[src/rtl/chip_id_pkg.sv]
// Shared definitions for the chip-ID reader: default ID width, FSM states
// and the width of the idclk divider counter.
package chip_id_pkg;

    localparam int ID_WIDTH_DEF = 64;

    // Divider counter width; CLK_DIV is limited to 1..255.
    localparam int CLK_DIV_W = 8;

    typedef enum logic [1:0] {
        IDLE  = 2'd0,
        LOAD  = 2'd1,
        SHIFT = 2'd2,
        DONE  = 2'd3
    } state_t;

endpackage

[src/rtl/chip_id_clkgen.sv]
// idclk generator: divides clk so idclk toggles every CLK_DIV clk cycles while
// run is high, and flags the clk cycles that drive idclk rising or falling.
module chip_id_clkgen
    import chip_id_pkg::*;
#(
    parameter int CLK_DIV = 2
) (
    input  logic clk,
    input  logic reset,
    input  logic run,
    output logic idclk,
    output logic rise_en,
    output logic fall_en
);

    localparam logic [CLK_DIV_W-1:0] DIV_LAST = CLK_DIV_W'(CLK_DIV - 1);

    logic [CLK_DIV_W-1:0] div_cnt;
    logic                 terminal;

    // The toggle cycle: idclk flips on the clock edge that ends this cycle.
    assign terminal = run && (div_cnt == DIV_LAST);
    assign rise_en  = terminal && !idclk;
    assign fall_en  = terminal &&  idclk;

    // Divider count and idclk toggle; both park at 0 whenever run is low.
    always_ff @(posedge clk) begin
        if (reset || !run) begin
            div_cnt <= '0;
            idclk   <= 1'b0;
        end else if (terminal) begin
            div_cnt <= '0;
            idclk   <= ~idclk;
        end else begin
            div_cnt <= div_cnt + CLK_DIV_W'(1);
        end
    end

endmodule

[src/rtl/chip_id_shift_st.sv]
// Chip-ID reader: parallel-loads the hard block, shifts the ID out LSB first
// on idclk falling strobes, and presents it on an Avalon-ST source that stays
// valid until a rescan is requested.
module chip_id_shift_st
    import chip_id_pkg::*;
#(
    parameter int CLK_DIV  = 2,
    parameter int ID_WIDTH = ID_WIDTH_DEF
) (
    input  logic                clk,
    input  logic                reset,
    output logic                coe_idclk,
    output logic                coe_shiftnld,
    input  logic                coe_regout,
    input  logic                coe_rescan,
    output logic [ID_WIDTH-1:0] aso_out0_data,
    output logic                aso_out0_valid,
    input  logic                aso_out0_ready
);

    localparam int                CNT_W    = $clog2(ID_WIDTH + 1);
    localparam logic [CNT_W-1:0]  CNT_LAST = CNT_W'(ID_WIDTH - 1);

    state_t              state;
    logic [CNT_W-1:0]    bit_cnt;
    logic [ID_WIDTH-1:0] capture;
    logic [ID_WIDTH-1:0] capture_next;
    logic                run;
    logic                rise_en;
    logic                fall_en;
    logic                ready_unused;

    // The ID never changes, so the source ignores backpressure.
    assign ready_unused = aso_out0_ready;

    assign run          = (state == LOAD) || (state == SHIFT);
    assign capture_next = {coe_regout, capture[ID_WIDTH-1:1]};

    chip_id_clkgen #(
        .CLK_DIV (CLK_DIV)
    ) u_clkgen (
        .clk     (clk),
        .reset   (reset),
        .run     (run),
        .idclk   (coe_idclk),
        .rise_en (rise_en),
        .fall_en (fall_en)
    );

    // Read sequencer: load edge, ID_WIDTH-1 shift edges, then hold the result.
    always_ff @(posedge clk) begin
        if (reset) begin
            state          <= IDLE;
            bit_cnt        <= '0;
            capture        <= '0;
            coe_shiftnld   <= 1'b0;
            aso_out0_data  <= '0;
            aso_out0_valid <= 1'b0;
        end else begin
            case (state)
                IDLE: begin
                    bit_cnt      <= '0;
                    coe_shiftnld <= 1'b0;
                    state        <= LOAD;
                end
                LOAD: begin
                    // Falling edge after the single load edge: bit 0 is on regout.
                    if (fall_en) begin
                        capture      <= capture_next;
                        bit_cnt      <= CNT_W'(1);
                        coe_shiftnld <= 1'b1;
                        state        <= SHIFT;
                    end
                end
                SHIFT: begin
                    if (fall_en) begin
                        capture <= capture_next;
                        bit_cnt <= bit_cnt + CNT_W'(1);
                        if (bit_cnt == CNT_LAST) begin
                            aso_out0_data  <= capture_next;
                            aso_out0_valid <= 1'b1;
                            coe_shiftnld   <= 1'b0;
                            state          <= DONE;
                        end
                    end
                end
                DONE: begin
                    // Old data stays visible until the next read completes.
                    if (coe_rescan) begin
                        aso_out0_valid <= 1'b0;
                        state          <= IDLE;
                    end
                end
                default: state <= IDLE;
            endcase
        end
    end

endmodule
[config.mk]
export PLATFORM = sky130hd
export DESIGN_NAME = chip_id_shift_st
export DESIGN_NICKNAME = d
export VERILOG_FILES = /design/src/rtl/chip_id_pkg.sv /design/src/rtl/chip_id_clkgen.sv /design/src/rtl/chip_id_shift_st.sv
export SDC_FILE = /design/constraint.sdc
export NUM_CORES = 1
export LEC_CHECK = 0
export ABC_AREA = 1
export CAP_MARGIN = 20
export CORE_ASPECT_RATIO = 1.4
export CORE_MARGIN = 8
export CORE_UTILIZATION = 25
export CTS_CLUSTER_DIAMETER = 120
export DETAILED_ROUTE_END_ITERATION = 6
export PLACE_DENSITY = 0.41
export SYNTH_ARGS = -nofsm -noshare
export SYNTH_HDL_FRONTEND = slang
export SYNTH_SLANG_ARGS = --single-unit
[constraint.sdc]
create_clock -name clk -period 2.7 [get_ports clk]
set_clock_uncertainty 0.2 [all_clocks]
set_input_delay 0.54 -clock clk [delete_from_list [all_inputs] [get_ports clk]]
set_output_delay 0.54 -clock clk [all_outputs]
set_load 0.05 [all_outputs]
### After elaboration in Yosys (flattened, before gate mapping)

Index checks and enable logic that the tools add are counted.

* logic and storage cells: 52
* output and inout bits: 67
* register bits: 148

* equal/unequal tests: 9
* bitwise gates (word level): 1
* reduce and logical (&&, ||, !) cells: 16
* muxes and demuxes: 16
* $add $sub $neg: 2

Operators with widths (number)
* 7-bit one-hot mux with 3 select lines: 1
* 7-bit 2-to-1 mux: 2
* 4-bit AND reduction: 3
* 8-bit by 1-bit adder with 8-bit output, second input constant: 1
* 8-bit by 1-bit == test with 1-bit output, second input constant: 1
* 2-bit 2-to-1 mux: 4
* 2-bit one-hot mux with 4 select lines: 1
* 7-bit by 1-bit adder with 7-bit output, second input constant: 1
* 7-bit by 6-bit == test with 1-bit output, second input constant: 1
* 1-bit 2-to-1 mux: 6
* 2-bit != test, second input constant: 3
* 3-bit AND reduction: 2
* 2-bit == test, second input constant: 2
* 2-bit OR reduction: 2
* 1-bit one-hot mux with 3 select lines: 1
* 3-bit nonzero test: 1
* 2-bit by 1-bit == test with 1-bit output, second input constant: 1
* 1-bit logical AND: 2
* 2-bit zero test: 1
* 1-bit logical OR: 2
* 2-bit by 1-bit != test with 1-bit output, second input constant: 1
* 1-bit one-hot mux with 2 select lines: 1
* 2-bit AND reduction: 1
* 2-bit nonzero test: 1
* other kinds (2): 2

### Depth between registers and ports, before layout

Gate-level depths: netlist (run 1).

* depth after elaboration: 6
* gate-level depth with buffers: 11
* gate-level depth less buffers: 10

### Modules after synthesis

Synthesis (run 1) repeated with hierarchy kept, for this count alone.

* cells, all modules: 731
* area, all modules: 5596.6 sq um

By module, submodules not included
* chip_id_shift_st: cells an instance 659, seq. area each 2762.6 sq um, instances 1, area an instance 5127.4 sq um
* chip_id_clkgen: cells an instance 72, seq. area each 180.2 sq um, instances 1, area an instance 469.2 sq um

### Least setup slack after synthesis (run 1)

No wires, ideal clock.

* path kind: register -> register
* from: reg state[0]
* to: reg aso_out0_data[10]
* arrival: 1.769 ns
* buffers on the path: 2
* period minus slack after synthesis: 2.083 ns
* stages on the path, launching flop included: 12
* setup slack: 0.617 ns
* path through: dfxtp_1 -> inv_1 -> ha_1 -> nand2_1 -> nor2_2 -> nand3_4 -> clkinv_2 -> nand2_2 -> buf_6 -> buf_4 -> o21ai_1 -> nor2_1

* longest elaborated chain between the ends: 5
* elaborated cells between the ends (all ways): 6

RTL lines
* start: declaration: RTL line chip_id_shift_st.sv:24 `state_t state;`
* start signal: assignment: RTL line chip_id_shift_st.sv:53 `state <= IDLE;`
* start signal: assignment: RTL line chip_id_shift_st.sv:64 `state <= LOAD;`
* start signal: assignment: RTL line chip_id_shift_st.sv:72 `state <= SHIFT;`
* 2-bit by 1-bit == test with 1-bit output / 2-bit == test (equally long branches): RTL line chip_id_shift_st.sv:36, chip_id_shift_st.sv:60
* 1-bit logical OR: RTL line chip_id_shift_st.sv:36 `assign run = (state == LOAD) || (state == SHIFT);`
* 1-bit logical AND: RTL line chip_id_clkgen.sv:22 `assign terminal = run && (div_cnt == DIV_LAST);`
* 1-bit logical AND: RTL line chip_id_clkgen.sv:24 `assign fall_en = terminal && idclk;`
* 3-bit AND reduction (no line) *
* end signal: assignment: RTL line chip_id_shift_st.sv:80 `aso_out0_data <= capture_next;`
* end: declaration: RTL line chip_id_shift_st.sv:16 `output logic [ID_WIDTH-1:0] aso_out0_data,`

Mark *: on every way between the ends. The rest lies on a longest branch, timed or not.
A chain may end at the register's enable or synchronous reset.

### Worst setup path after layout (run 1)

* from: reg u_clkgen.idclk
* to: out coe_idclk

RTL lines
* start: declaration: RTL line chip_id_clkgen.sv:11 `output logic idclk,`
* start signal: assignment: RTL line chip_id_clkgen.sv:33 `idclk <= ~idclk;`
* end: declaration: RTL line chip_id_shift_st.sv:12 `output logic coe_idclk,`

No word-level cell between the ends.

==> impl_results.md, run 1 <==
* GRT overflow at 0
* Crit-path cells: clkdlybuf4s50_1
* Synth top area cells: dfxtp_1, nand2_1, nor2_1
* Via count at 4646
* Post-route design area at 7057 um2
* Post-Synth Adder-Cell Area at 1.817%
* Num Clock Sinks at approximately 150
* Leak pwr at 2.477 nW
* Gate count of the mapped netlist at between 700 and 800
* Vias in the first global route at between 4000 and 5000
* Post-DP HPWL at 8.781 mm
* Power Dens Cells at ~740 nW/um2
* Ports at 72
* Pre-antenna DRT Iters at 4
* Worst VDD drop at 0.3682 mV
* Diode count at 0
* Max_slew headroom at between 50% and 60%
* Crit Path Class: flop to output port
* Synth Area in Compound Gates at between 10% and 20%
* Worst min path class: flop to flop
* Vias per cell at 4.278
* WL/cell at about 12 um
* Ys async rst share at 0%
* First-pass GRT wire length at between 20 and 25 mm
* Nets at between 700 and 800
* Clk buf depth at 2
* Register area share after synthesis at a little over half
* Clk slew on worst S/H paths at about 0.060 ns
* Simple-Gate Fraction of Synth Area at around a quarter
* Final Hold Viols at 0
* YS warnings at 0
* Worst Setup End Kind: output port
* # DRC at 0
* Main combinational cell family by area after synthesis: simple AND/OR/NAND/NOR gates
* Post-synth EDFFs at 0
* Core ar. at 21780 um2
* Top FF cell, synth: dfxtp_1
* Layout cells sized above 1 at under 10%
* Detailed Route WL at around 13 mm
* Mean Syn Cell Area at 7.651 um2
* CP max stage cell: clkdlybuf4s50_1
* Yosys top cell by area: dfxtp_1
* Clk_lat worst skew at 0.42 ns
* Tightest Pin Transition at approximately 0.70 ns
* Finished Layout Cells at 1086
* Status: complete, no violations
* Data required, critical path at around 2.0 ns
* Die W at ~140 um
* Cts bufs inserted at 17
* Most numerous cell in the Yosys netlist: nand2_1
* Die Height at between 150 and 200 um
* Share of the synthesized area in the top cell type at approximately 53%
* GP Congestion at ~0.71
* Cell family with most CP delay: buffers and inverters
* Area grow syn2layout at 28.09%
* Yosys reg bits at between 100 and 150
* Unique cell type count in the Yosys netlist at 25
* Max FO, Critical Path at 3
* Mux contribution to synthesized area at 0%
* Crit path launch type: flop
* Slew Limit Fails at 0
* IO buf count at 70
* Die area at 27110 um2
* Starting Density at roughly 25%
* Synthesized Nets at 733
* Placed Area at approximately 6400 um2
* Num rows at 64
* Tightest hold margin at ~0.27 ns
* Inst Count DP at about 1100
* CP max stage delay at approximately 0.86 ns
* Root buf cell: clkbuf_16
* Final setup TNS at 0 ns
* Final period util at 90.55%
* WP buf/inv at 1
* Synth cell count leaders: nand2_1, nor2_1, dfxtp_1, a21oi_1, o21ai_1
* XOR/XNOR share of the synthesized area at 0%
* Final critical-path required period at between 2 and 2.5 ns
* Htree depth at 4
* Max Cap Violations at 0
* FMAX at about 410 MHz
* Largest net degree at the start of global routing at 65
* Critical Path AT at around 1.7 ns
* Number of setup violations in the final report at 0
* Synth Cell Area at roughly 5500 um2
* GRT Total Usage at 10.38%
* Setup Fix Bufs, Post-CTS at 0
* DRT iter0 DRCs at between 100 and 150
* Final ANT Viol Nets at 0
* TritonCTS clock tree: done
* Initial antenna violation count at 0
* Unrepaired setup endpoints after global routing: false
==> path summary, 6_finish.rpt <==
kind                            slack, ns      startpoint                 to  depth (start not counted)
worst max register to register       0.29        state[0]  aso_out0_data[42]                         10
worst min register to register       0.27      capture[1]         capture[1]                          2
worst min-delay path                 0.27      capture[1]         capture[1]                          2
worst max-delay path                 0.26  u_clkgen.idclk          coe_idclk                          1
==> per-stage QoR <==
step | utilization, % | setup slack (ns) | power (mW)
2_1_floorplan | - | 0.6170 | 2.701
5_1_grt | 32.40 | 0.01639 | 5.516
3_3_place_gp | 29.53 | 0.2274 | 2.807
3_5_place_dp | 29.53 | 0.1162 | 2.822
6_report | 32.40 | 0.2551 | 5.248
4_1_cts | 32.39 | 0.09256 | 5.337
==> cells in the final DEF, fill, tap and decap left out, types with 17 or more instances in the layout <==
master,instances
a21oi_1,75
clkbuf_16,17
clkdlybuf4s50_1,69
dfxtp_1,147
inv_1,22
nand2_1,165
nand3_1,20
nor2_1,153
o21ai_0,27
o21ai_1,40
==> kinds of logic (layout without fill, tap and decap cells) <==
family	Yosys count	after routing
and+or+nand+nor	353	353
DFF	147	147
AOI/OAI and AO/OA	143	143
buffers and inverters	69	138
adders and majority gates	8	8
==> repair_timing <==
item | 4_1_cts | 5_1_grt
resized for setup | 0 | 1
setup endpoints to repair | 0 | 10
hold buffers | 0 | 0
==> state kept, by name (all words and copies together) (netlist names) <==
signal            cells
u_clkgen.div_cnt      8
aso_out0_valid        1
state                 2
capture              63
aso_out0_data        64
u_clkgen.idclk        1
coe_shiftnld          1
bit_cnt               7
==> layout make-up <==
cell class	count	area, um2
inverters	25	95.09
fillers	2356	14720
repair buffers	81	803.3
clock inverters	15	197.7
multi-input cells	504	2221
clock buffers	17	425.4
flip-flops and latches	147	2943
well taps	297	371.6
==> power by group <==
group          internal (mW)  switching (mW)
registers               2.22          0.0528
logic                  0.176           0.324
clock network           1.48           0.990
total                   3.88            1.37
==> metal layers <==
metal,up-vias,GRT usage (%),routed length [um]
li1,2421,-,-
met1,2133,10.88,5543
met2,77,18.77,6816
met3,15,2.736,639
met4,0,5.387,282
met5,-,0,0
No activity file was read; power rests on OpenSTA's default activity.
==> inputs of run 2 (changes only) <==
Settings changed: CAP_MARGIN 20 to default.
==> results of run 2 <==
Final layout, timing and power as in run 1 (identical DEF).
==> inputs of run 3 (changes only) <==
Clock period 2.7 ns to 2.95 ns, I/O delays scaled along.
==> impl_results.md, run 3 (synthesized netlist as in run 1, its figures left out) <==
* Vias in the first global route at 4707 (+4.3%)
* Root buf cell: clkbuf_16
* # DRC at 0 (unchanged)
* Leak pwr at 2.477 nW (about the same)
* Hold path endpoint: capture[1]
* Tightest Pin Transition at 0.7042 ns (+0.007940 ns)
* Layout fillers at 2405 (+2.1%)
* Placed Area at 6431 um2 (unchanged)
* Most frequent cells in the layout: nand2_1, nor2_1, dfxtp_1
* Final period util at between 80% and 90%
* Worst Setup End Kind: flop
* Num rows at 64 (unchanged)
* Die Height at 191.6 um (unchanged)
* Critical Path AT at 2.79 ns (+1.09 ns)
* Pre-antenna DRT Iters at 6 (+2)
* Starting Density at 25.29% (unchanged)
* Largest net degree at the start of global routing at 65 (unchanged)
* Num Clock Sinks at 147 (unchanged)
* Max FO, Critical Path at 26 (+23)
* Slew Limit Fails at 0 (unchanged)
* Number of setup violations in the final report at 0 (unchanged)
* Post-DP HPWL at 8.579 mm (-2.3%)
* Max_slew headroom at 53.05% (-0.53 points)
* Diode count at 0 (unchanged)
* Tightest hold margin at 0.2658 ns (-0.001006 ns)
* Data required, critical path at 3.10 ns (+1.14 ns)
* GRT Total Usage at 10.30% (-0.080 points)
* Clk buf depth at 2 (unchanged)
* Die W at 141.5 um (unchanged)
* Total power at 4.854 mW (-7.5%)
* Post-route design area at 7068 um2 (+0.16%)
* First-pass GRT wire length at 22.51 mm (+0.55%)
* Setup Fix Bufs, Post-CTS at 0 (unchanged)
* FMAX at 377.8 MHz
* Crit Path Class: flop to flop
* Setup slack after layout at 0.3032 ns (+0.04811 ns)
* Largest regs: aso_out0_data: 64 flops, capture: 63 flops, u_clkgen.div_cnt: 8 flops
* Crit path launch type: flop
* Finished Layout Cells at 1086 (unchanged)
* Final setup TNS at 0 ns (unchanged)
* Reg-to-reg slack, setup at 0.30 ns (about the same)
* Status: complete, no violations
* WL/cell at 12.22 um (about the same)
* Path depth of the worst reg2reg path at 12 (+2)
* IO buf count at 70 (unchanged)
* GRT overflow at 0 (unchanged)
* Pre-CTS setup slack at 0.3145 ns (+0.1983 ns)
* Max reg flops at 64 (unchanged)
* Worst VDD drop at 0.3513 mV (-4.6%)
* DRT iter0 DRCs at 246 (+73%)
* Clk slew on worst S/H paths at 0.06 ns (about the same)
* Via count at 4623 (-0.50%)
* Htree depth at 4 (unchanged)
* Ports at 72 (unchanged)
* Initial antenna violation count at 0 (unchanged)
* Core Util, Final at 32.45% (+0.052 points)
* Cts bufs inserted at 17 (unchanged)
* Hold path start: capture[1]
* Die area at 27110 um2 (unchanged)
* Vias per cell at 4.257 (-0.50%)
* # hold bufs at CTS at 0 (unchanged)
* Commonest non-fill, non-tap cell in the layout: nand2_1
* Unrepaired setup endpoints after global routing: false
* Inst Count DP at 1054 (unchanged)
* Hold depth at 2 (unchanged)
* Detailed Route WL at 13.27 mm (about the same)
* Critical R2R Capture: bit_cnt[4]
* Final critical-path required period at ~2.6 ns
* GP Congestion at 0.7559 (+6.7%)
* Clk_lat worst skew at 0.41 ns (about the same)
* TritonCTS clock tree: done
* Core ar. at 21780 um2 (unchanged)
* Max Cap Violations at 0 (unchanged)
* Worst reg2reg path startpoint: state[0]
* Final Hold Viols at 0 (unchanged)
* Final ANT Viol Nets at 0 (unchanged)
* Layout cells sized above 1 at 6.844% (-0.13 points)
* Resized Gates After CTS at 0 (unchanged)
* Nets at 789 (unchanged)
* Largest register by flop count: aso_out0_data
* Power Dens Cells at 686.7 nW/um2 (-7.7%)
* Worst min path class: flop to flop
* Area grow syn2layout at 28.30%
## run 3: cell count changes in the layout (fill, tap and decap cells not counted)
cell,previous run,this run
clkinv_4,4,2
inv_8,3,0
clkinv_2,2,3
nand2_2,2,1
bufinv_16,3,4
inv_6,3,4
nand2_1,165,166
clkinvlp_4,1,2
clkbuf_8,0,1
## run 3: worst max path at each step
| stage | start | cells past startpoint | slack [ns] | to |
|---|---|---|---|---|
| floorplan | state[0] | 11 | 0.87 | aso_out0_data[10] |
| finish | state[0] | 12 | 0.30 | bit_cnt[4] |
| global placement | state[0] | 12 | 0.39 | bit_cnt[5] |
| detailed placement | state[0] | 12 | 0.31 | bit_cnt[4] |
| CTS | state[0] | 12 | 0.28 | bit_cnt[4] |
| global route | state[1] | 12 | 0.02 | bit_cnt[4] |
## run 3: routing by layer
metal	vias up	wire length, um	GRT usage [%]
met5	-	0	0
met4	0	232	5.263
met3	15	599	2.960
met2	62	6595	18.27
met1	2136	5844	10.97
li1	2410	-	-
## run 3: worst max-delay path, stage by stage (launching register included)
cell	delay, ns
dfxtp_1	0.41
inv_1	0.09
ha_1	0.42
nand2_1	0.10
nor2_2	0.20
nand3_4	0.23
buf_4	0.32
nand2_1	0.11
buf_4	0.19
nand3_1	0.09
nand2_1	0.09
inv_1	0.04
nor2_1	0.08
## run 3: power breakdown
group          leakage (nW)  total [mW]  switching, mW  internal (mW)
clock network         0.308        2.31          0.861           1.45
logic                 0.984       0.464          0.293          0.171
registers              1.18        2.08         0.0479           2.03
total                  2.48        4.85           1.20           3.65
## run 3: layout make-up
cell class / count / area [um2] / share of cell area, %
clock inverter: 14 / 197.7 / 2.797
sequential: 147 / 2943 / 41.64
multi-input combinational: 504 / 2218 / 31.39
timing repair buffer: 81 / 803.3 / 11.36
clock buffer: 18 / 439.2 / 6.213
tap: 297 / 371.6 / 5.258
inverter: 25 / 95.09 / 1.345
